## config.mk

```make
export PLATFORM = sky130hd
export DESIGN_NAME = digit_serial_addsub
export DESIGN_NICKNAME = d
export VERILOG_FILES = /design/src/rtl/digit_serial_addsub.sv
export SDC_FILE = /design/constraint.sdc
export NUM_CORES = 1
export LEC_CHECK = 0
export BUFFER_PORTS_ARGS = -buffer_cell sky130_fd_sc_hd__buf_2
export CORE_MARGIN = 2
export CORE_UTILIZATION = 54
export DETAILED_ROUTE_END_ITERATION = 6
export GPL_ROUTABILITY_DRIVEN = 0
export GPL_TIMING_DRIVEN = 0
export HOLD_SLACK_MARGIN = 0.15
export PLACE_DENSITY_LB_ADDON = 0.2
export SLEW_MARGIN = 20
export SYNTH_ARGS = -nofsm -noshare
export SYNTH_HDL_FRONTEND = slang
export SYNTH_SLANG_ARGS = --single-unit
```

## constraint.sdc

```tcl
create_clock -name clk -period 3.4 [get_ports clk]
set_clock_uncertainty 0.15 [all_clocks]
set_input_delay 0.68 -clock clk [delete_from_list [all_inputs] [get_ports clk]]
set_output_delay 0.68 -clock clk [all_outputs]
set_load 0.02 [all_outputs]
```

## src/rtl/digit_serial_addsub.sv

```systemverilog
// digit_serial_addsub: multi-cycle WIDTH-bit adder/subtractor that adds DIGIT
// bits per clock through one DIGIT-wide ripple stage. The carry is held in a
// register between digits, and a start/busy/done handshake frames each operation.
// Optional build macro: ADDSUB_SAT_EN clamps s to the signed limit on overflow.
module digit_serial_addsub #(
    parameter int WIDTH = 16,
    parameter int DIGIT = 4
) (
    input  logic             clk,
    input  logic             reset,
    input  logic             start,
    input  logic             sub,
    input  logic [WIDTH-1:0] a,
    input  logic [WIDTH-1:0] b,
    input  logic             c_in,
    output logic             busy,
    output logic             done,
    output logic [WIDTH-1:0] s,
    output logic             c_out,
    output logic             ovf
);

    localparam int NDIG  = WIDTH / DIGIT;
    localparam int CNT_W = (NDIG > 1) ? $clog2(NDIG) : 1;
    localparam logic [CNT_W-1:0] LAST = CNT_W'(NDIG - 1);

    generate
        if (DIGIT < 1 || DIGIT > WIDTH || (WIDTH % DIGIT) != 0) begin : g_bad_param
            $error("digit_serial_addsub: WIDTH must be a non-zero multiple of DIGIT");
        end
    endgenerate

    typedef enum logic [1:0] {
        IDLE = 2'd0,
        RUN  = 2'd1,
        DONE = 2'd2
    } state_t;

    state_t           state;
    logic [WIDTH-1:0] a_r;
    logic [WIDTH-1:0] bx_r;    // b, already inverted for subtraction
    logic             carry;   // carry (or inverted borrow) between digits
    logic [CNT_W-1:0] idx;

    int               lo;
    logic [DIGIT:0]   dsum;
    logic [WIDTH-1:0] s_next;
    logic             ovf_next;

`ifdef ADDSUB_SAT_EN
    // Clamp to the signed limit that matches the sign of operand A.
    function automatic logic [WIDTH-1:0] saturate(input logic [WIDTH-1:0] raw,
                                                   input logic             of,
                                                   input logic             neg);
        logic [WIDTH-1:0] lim;
        lim = {neg, {(WIDTH-1){~neg}}};
        return of ? lim : raw;
    endfunction
`endif

    // One ripple stage over the current digit; s_next merges it into the result.
    always_comb begin
        lo       = int'(idx) * DIGIT;
        dsum     = {1'b0, a_r[lo +: DIGIT]} + {1'b0, bx_r[lo +: DIGIT]}
                 + {{DIGIT{1'b0}}, carry};
        s_next   = s;
        s_next[lo +: DIGIT] = dsum[DIGIT-1:0];
        // Only meaningful on the last digit, where s_next holds the raw MSB.
        ovf_next = (a_r[WIDTH-1] == bx_r[WIDTH-1]) && (s_next[WIDTH-1] != a_r[WIDTH-1]);
    end

    // Control FSM with operand capture, digit sequencing and registered results.
    always_ff @(posedge clk or posedge reset) begin
        if (reset) begin
            state <= IDLE;
            busy  <= 1'b0;
            done  <= 1'b0;
            s     <= '0;
            c_out <= 1'b0;
            ovf   <= 1'b0;
            a_r   <= '0;
            bx_r  <= '0;
            carry <= 1'b0;
            idx   <= '0;
        end else begin
            done <= 1'b0;
            case (state)
                IDLE: begin
                    if (start) begin
                        a_r   <= a;
                        bx_r  <= sub ? ~b : b;
                        carry <= sub ? ~c_in : c_in;
                        idx   <= '0;
                        busy  <= 1'b1;
                        state <= RUN;
                    end
                end
                RUN: begin
                    carry <= dsum[DIGIT];
                    s     <= s_next;
                    if (idx == LAST) begin
                        // Index parks at zero so it never points past the operand.
                        idx   <= '0;
                        c_out <= dsum[DIGIT];
                        ovf   <= ovf_next;
`ifdef ADDSUB_SAT_EN
                        s     <= saturate(s_next, ovf_next, a_r[WIDTH-1]);
`endif
                        done  <= 1'b1;
                        state <= DONE;
                    end else begin
                        idx <= idx + CNT_W'(1);
                    end
                end
                DONE: begin
                    busy  <= 1'b0;
                    state <= IDLE;
                end
                default: begin
                    busy  <= 1'b0;
                    state <= IDLE;
                end
            endcase
        end
    end

endmodule
```

# == Word level (Yosys, flattened, before mapping) ==
# Index checks and enable logic that the tools add are counted.
# op_classes
addsub,4
multipliers,0
div,0
n_lt_le_gt_ge,0
eq_ne,6
shift,4
n_mux,15
bitwise,3
reduce_logical,8
# op_table
cell,count
$neg A4 Y33,1
$shift A4 B33 Y16 const A,1
$shiftx A4 B33 Y16,1
$shiftx A16 B5 Y4,2
$bwmux W16,1
$mux W16,1
$not A16 Y16,1
$reduce_and A2 Y1,5
$mux W2,4
$pmux W2 S2,2
$add A4 B4 Y5,1
$add A5 B1 Y5,1
$mux W1,5
$ne A2 B2 Y1 const B,2
$pmux W1 S2,2
$add A2 B1 Y2 const B,1
$eq A2 B1 Y1 const B,1
$eq A2 B2 Y1 const B,1
$logic_not A2 Y1,1
$not A1 Y1,2
$reduce_bool A2 Y1,1
$eq A1 B1 Y1,1
$logic_and A1 B1 Y1,1
$ne A1 B1 Y1,1
# word_totals
regBits,57
latch_bits,0
ram_bits,0
mem_bits_ro,0
output_inout_bits,20
memories,0

# == Depth between registers and ports, before layout ==
# depth
depth_word,7
mapped_depth,10
depth_no_buf,9

# == Worst setup path before layout ==
# Ideal clock, no wire load.
# synth_path
path_kind,register to register
start,reg idx[0]
end,reg ovf
arrival_ns,2.411
t_required_ns,3.124
path_slack_ns,0.713
path_stages_with_launch,9
n_path_buf,1
period_less_slack_ns,2.687
path_cell_list,dfrtp_1 buf_2 mux4_2 fa_1 a21o_1 a21oi_1 xnor2_1 a31o_2 nand3_1
# synth_via
elab_chain_cells,7
word_cells_on_any_way,12
classes_between,add/sub: 3; eq/ne: 2; shift: 4; mux: 1; reduce/logical: 2
# synth_lines
element,line,text
from (decl),43,logic [CNT_W-1:0] idx;
from (signal assigned),112,idx <= idx + CNT_W'(1);
$shiftx A16 B5 Y4,64,"dsum = {1'b0, a_r[lo +: DIGIT]} + {1'b0, bx_r[lo +: DIGIT]}"
$add A4 B4 Y5,64,
$add A5 B1 Y5,65,"+ {{DIGIT{1'b0}}, carry};"
$shiftx A4 B33 Y16,67,s_next[lo +: DIGIT] = dsum[DIGIT-1:0];
$bwmux W16,67,
$ne A1 B1 Y1,69,ovf_next = (a_r[WIDTH-1] == bx_r[WIDTH-1]) && (s_next[WIDTH-1] != a_r[WIDTH-1]);
$logic_and A1 B1 Y1,69,
to (signal assigned),105,ovf <= ovf_next;
to (decl),20,output logic ovf
# Parallel ways exist; a longest one is shown, timed or not.
# A chain may end at the register's enable or synchronous reset.

# == Final worst setup path ==
# Ends and elaborated chain as after synthesis.

==> results.sh <==
export IMPL_drt_pass1_iter_count=4
export IMPL_cp_start_kind="register"
export IMPL_placement_rows=26
export IMPL_grt_max_degree=58
export IMPL_clk_transition_reported_paths_ps=60
export IMPL_timing_max_slew_rel_slack_pct=54.50
export IMPL_cts_post_setup_buffers_inserted=0
export IMPL_syn_cell_area_mm2=0.002765
export IMPL_clock_insertion_delay_worst_skew_ps=330
export IMPL_start_util_pct=55.19
export IMPL_yosys_warnings=0
export IMPL_crit_path_end_kind="register"
export IMPL_layout_commonest_cell="buf_2"
export IMPL_ant_nets=0
export IMPL_nets=343
export IMPL_netlist_cell_type_count=35
export IMPL_htree_depth=3
export IMPL_grt_overflow_total=0
export IMPL_flow_area_growth_from_synthesis_pct=19.10
export IMPL_synth_seq_cells=57
export IMPL_setup_tns_final_ps=0
export IMPL_hold_path_class="primary input to async pin"
export IMPL_max_vdd_ir_drop_uv=475.0
export IMPL_cts_hold_buf=0
export IMPL_clock_tree_from_tritoncts="done"
export IMPL_drt_iter0_markers=104
export IMPL_preCtsSetupSlack_ps=237.2
export IMPL_final_hpwl_from_detailed_placement_um=3863
export IMPL_postSynthNetCount=277
export IMPL_setup_slack_ps=284.5
export IMPL_grt_use_total_pct=20.92
export IMPL_number_of_hold_violations_in_the_final_report=0
export IMPL_outcome="complete, no violations"
export IMPL_fin_crit_sh_pct=91.63
export IMPL_max_slew_worst_pin_slew_ps=682.5
export IMPL_post_cts_resize_count=0
export IMPL_grt_pass1_wl_um=8611
export IMPL_layout_common_cells="buf_2 (62), dfrtp_1 (57), nor2_1 (22), a21oi_1 (20), xnor2_1 (18)"
export IMPL_max_cap_viol_count=0
export IMPL_setup_violations=0
export IMPL_critical_path_class="register to register"
export IMPL_worst_path_max_fanout=10
export IMPL_drt_drc_violations_left=0
export IMPL_maxSlewViolCount=0
export IMPL_cts_sinks=57
export IMPL_min_period_ps=3116
export IMPL_die_area_mm2=0.005709
export IMPL_max_clock_freq_mhz=321.0
export IMPL_core_area_mm2=0.005010
export IMPL_pin_count=57
export IMPL_rsz0062_at_grt="false"
export IMPL_startpoint="idx[0]$_DFFE_PP0P_"
export IMPL_cts_root_buf="clkbuf_8"
export IMPL_first_global_vias=1846
export IMPL_critPathArrivalTime_ps=3170
export IMPL_power_per_cell_area_mw_per_mm2=1033
export IMPL_vias=1923
export IMPL_initial_antenna_violation_count=0
export IMPL_post_synth_cell_area_avg_um2=12.07
export IMPL_chipWidth_um=75.56
export IMPL_cts_root_to_sink_buffers=2
export IMPL_synth_yosys_seq_area_share_pct=51.58
export IMPL_netlist_instances=229
export IMPL_detailed_route_vias_per_instance=5.226
export IMPL_post_route_cells_drive_above_1_share_pct=36.24
export IMPL_rr_startpoint="idx[0]$_DFFE_PP0P_"
export IMPL_postRouteWirelength_um=5292
export IMPL_numCtsBuffers=9
export IMPL_io_buffer_count=55
export IMPL_leakagePower_nw=1.537
export IMPL_overall_die_height_um=75.56
export IMPL_cp_data_required_time_ps=3460
export IMPL_antenna_cells_inserted=0
export IMPL_route_detailed_wl_per_inst_um=14.38
[per-layer routing]
metal | wire, µm | global-route usage, %
met1 | 2390 | 27.01
met2 | 2545 | 34.11
met3 | 270 | 5.688
met4 | 86 | 7.602
met5 | 0 | 0
[synthesized netlist by cell type]
| cell | instances | area (µm²) |
|---|---|---|
| dfrtp_1 | 57 | 1426 |
| nor2_1 | 22 | 82.58 |
| a21oi_1 | 20 | 100.1 |
| xnor2_1 | 18 | 157.7 |
| mux2_2 | 17 | 191.4 |
| nand2_1 | 12 | 45.04 |
| a22o_1 | 10 | 87.58 |
| ha_1 | 9 | 112.6 |
| inv_1 | 8 | 30.03 |
| mux4_2 | 8 | 180.2 |
| buf_2 | 7 | 35.03 |
| o31ai_1 | 6 | 45.04 |
| buf_4 | 3 | 22.52 |
| nand2b_1 | 3 | 18.77 |
| and2_1 | 2 | 12.51 |
| fa_1 | 2 | 40.04 |
| nand3_1 | 2 | 10.01 |
| nand4_1 | 2 | 12.51 |
| nor3_1 | 2 | 10.01 |
| o21ai_0 | 2 | 10.01 |
| o21ai_2 | 2 | 17.52 |
| or3_1 | 2 | 12.51 |
| a21o_1 | 1 | 7.510 |
| a31o_2 | 1 | 8.760 |
| clkbuf_1 | 1 | 3.750 |
| mux2i_1 | 1 | 10.01 |
| nand2_4 | 1 | 11.26 |
| nor2b_1 | 1 | 6.260 |
| nor2b_2 | 1 | 8.760 |
| nor3b_1 | 1 | 7.510 |
| nor4_1 | 1 | 6.260 |
| o21bai_1 | 1 | 7.510 |
| or2b_1 | 1 | 7.510 |
| or4_4 | 1 | 11.26 |
| xor2_1 | 1 | 8.760 |
[kinds of logic (layout without fill, tap and decap cells)]
group | after synthesis | in the layout | synth area share, %
flip-flops | 57 | 57 | 51.58
AND/OR/NAND/NOR | 54 | 54 | 9.503
AO/OA/AOI/OAI | 43 | 43 | 10.27
multiplexers | 26 | 26 | 13.80
XOR/XNOR | 19 | 19 | 6.018
buffers and inverters | 19 | 88 | 3.303
adder cells (fa/ha/maj) | 11 | 11 | 5.520
[stage by stage]
step	instances	util (%)	cell area, µm²	hold slack (ps)	total power [W]
after detailed placement	354	62.49	3131	316.2	0.002906
final	368	65.73	3293	303.3	0.003402
after floorplan	229	-	2765	325.2	0.002404
after global routing	368	65.73	3293	359.3	0.003664
after CTS	368	65.73	3293	329.6	0.003439
after global placement	354	62.44	3128	308.4	0.002842
[cell type report]
cell class	instances	area, µm²
Inverter	8	32.53
Timing Repair Buffer	55	275.3
Fill cell	436	1717
Tap cell	70	87.58
Multi-Input combinational cell	153	1247
Sequential cell	57	1426
Clock buffer	14	162.7
Buffer	11	61.31
[power by group]
group	internal, W	leakage (nW)	switching [W]	total [W]
clock network	0.000297	0.0826	0.000238	0.000535
registers	0.000966	0.693	0.000174	0.00114
logic	0.000735	0.762	0.000992	0.00173
total	0.00200	1.54	0.00140	0.00340
[flip-flops by register name, summed over array words and instances (netlist names)]
register	count
done	1
bx_r	16
busy	1
a_r	16
ovf	1
idx	2
state	2
s	16
c_out	1
carry	1
[worst max-delay path, cell delays in order (launching register included)]
cell and delay [ps]:
dfrtp_1 500, buf_2 370, mux4_2 590, fa_1 390, a21o_1 170, a21oi_1 160
xnor2_1 330, a31o_2 260, nand3_1 60
[final timing paths]
| path | end | slack, ps | cells past startpoint |
|---|---|---|---|
| max | ovf$_DFFE_PP0P_ | 280 | 8 |
| min | a_r[7]$_DFFE_PP0P_ | 300 | 2 |
| max reg2reg | ovf$_DFFE_PP0P_ | 280 | 8 |
| min reg2reg | s[6]$_DFFE_PP0P_ | 320 | 2 |
| max in group asynchronous | bx_r[6]$_DFFE_PP0P_ | 2330 | 2 |
| min in group clk | s[6]$_DFFE_PP0P_ | 320 | 2 |
Power figures use the tool's default switching activity.
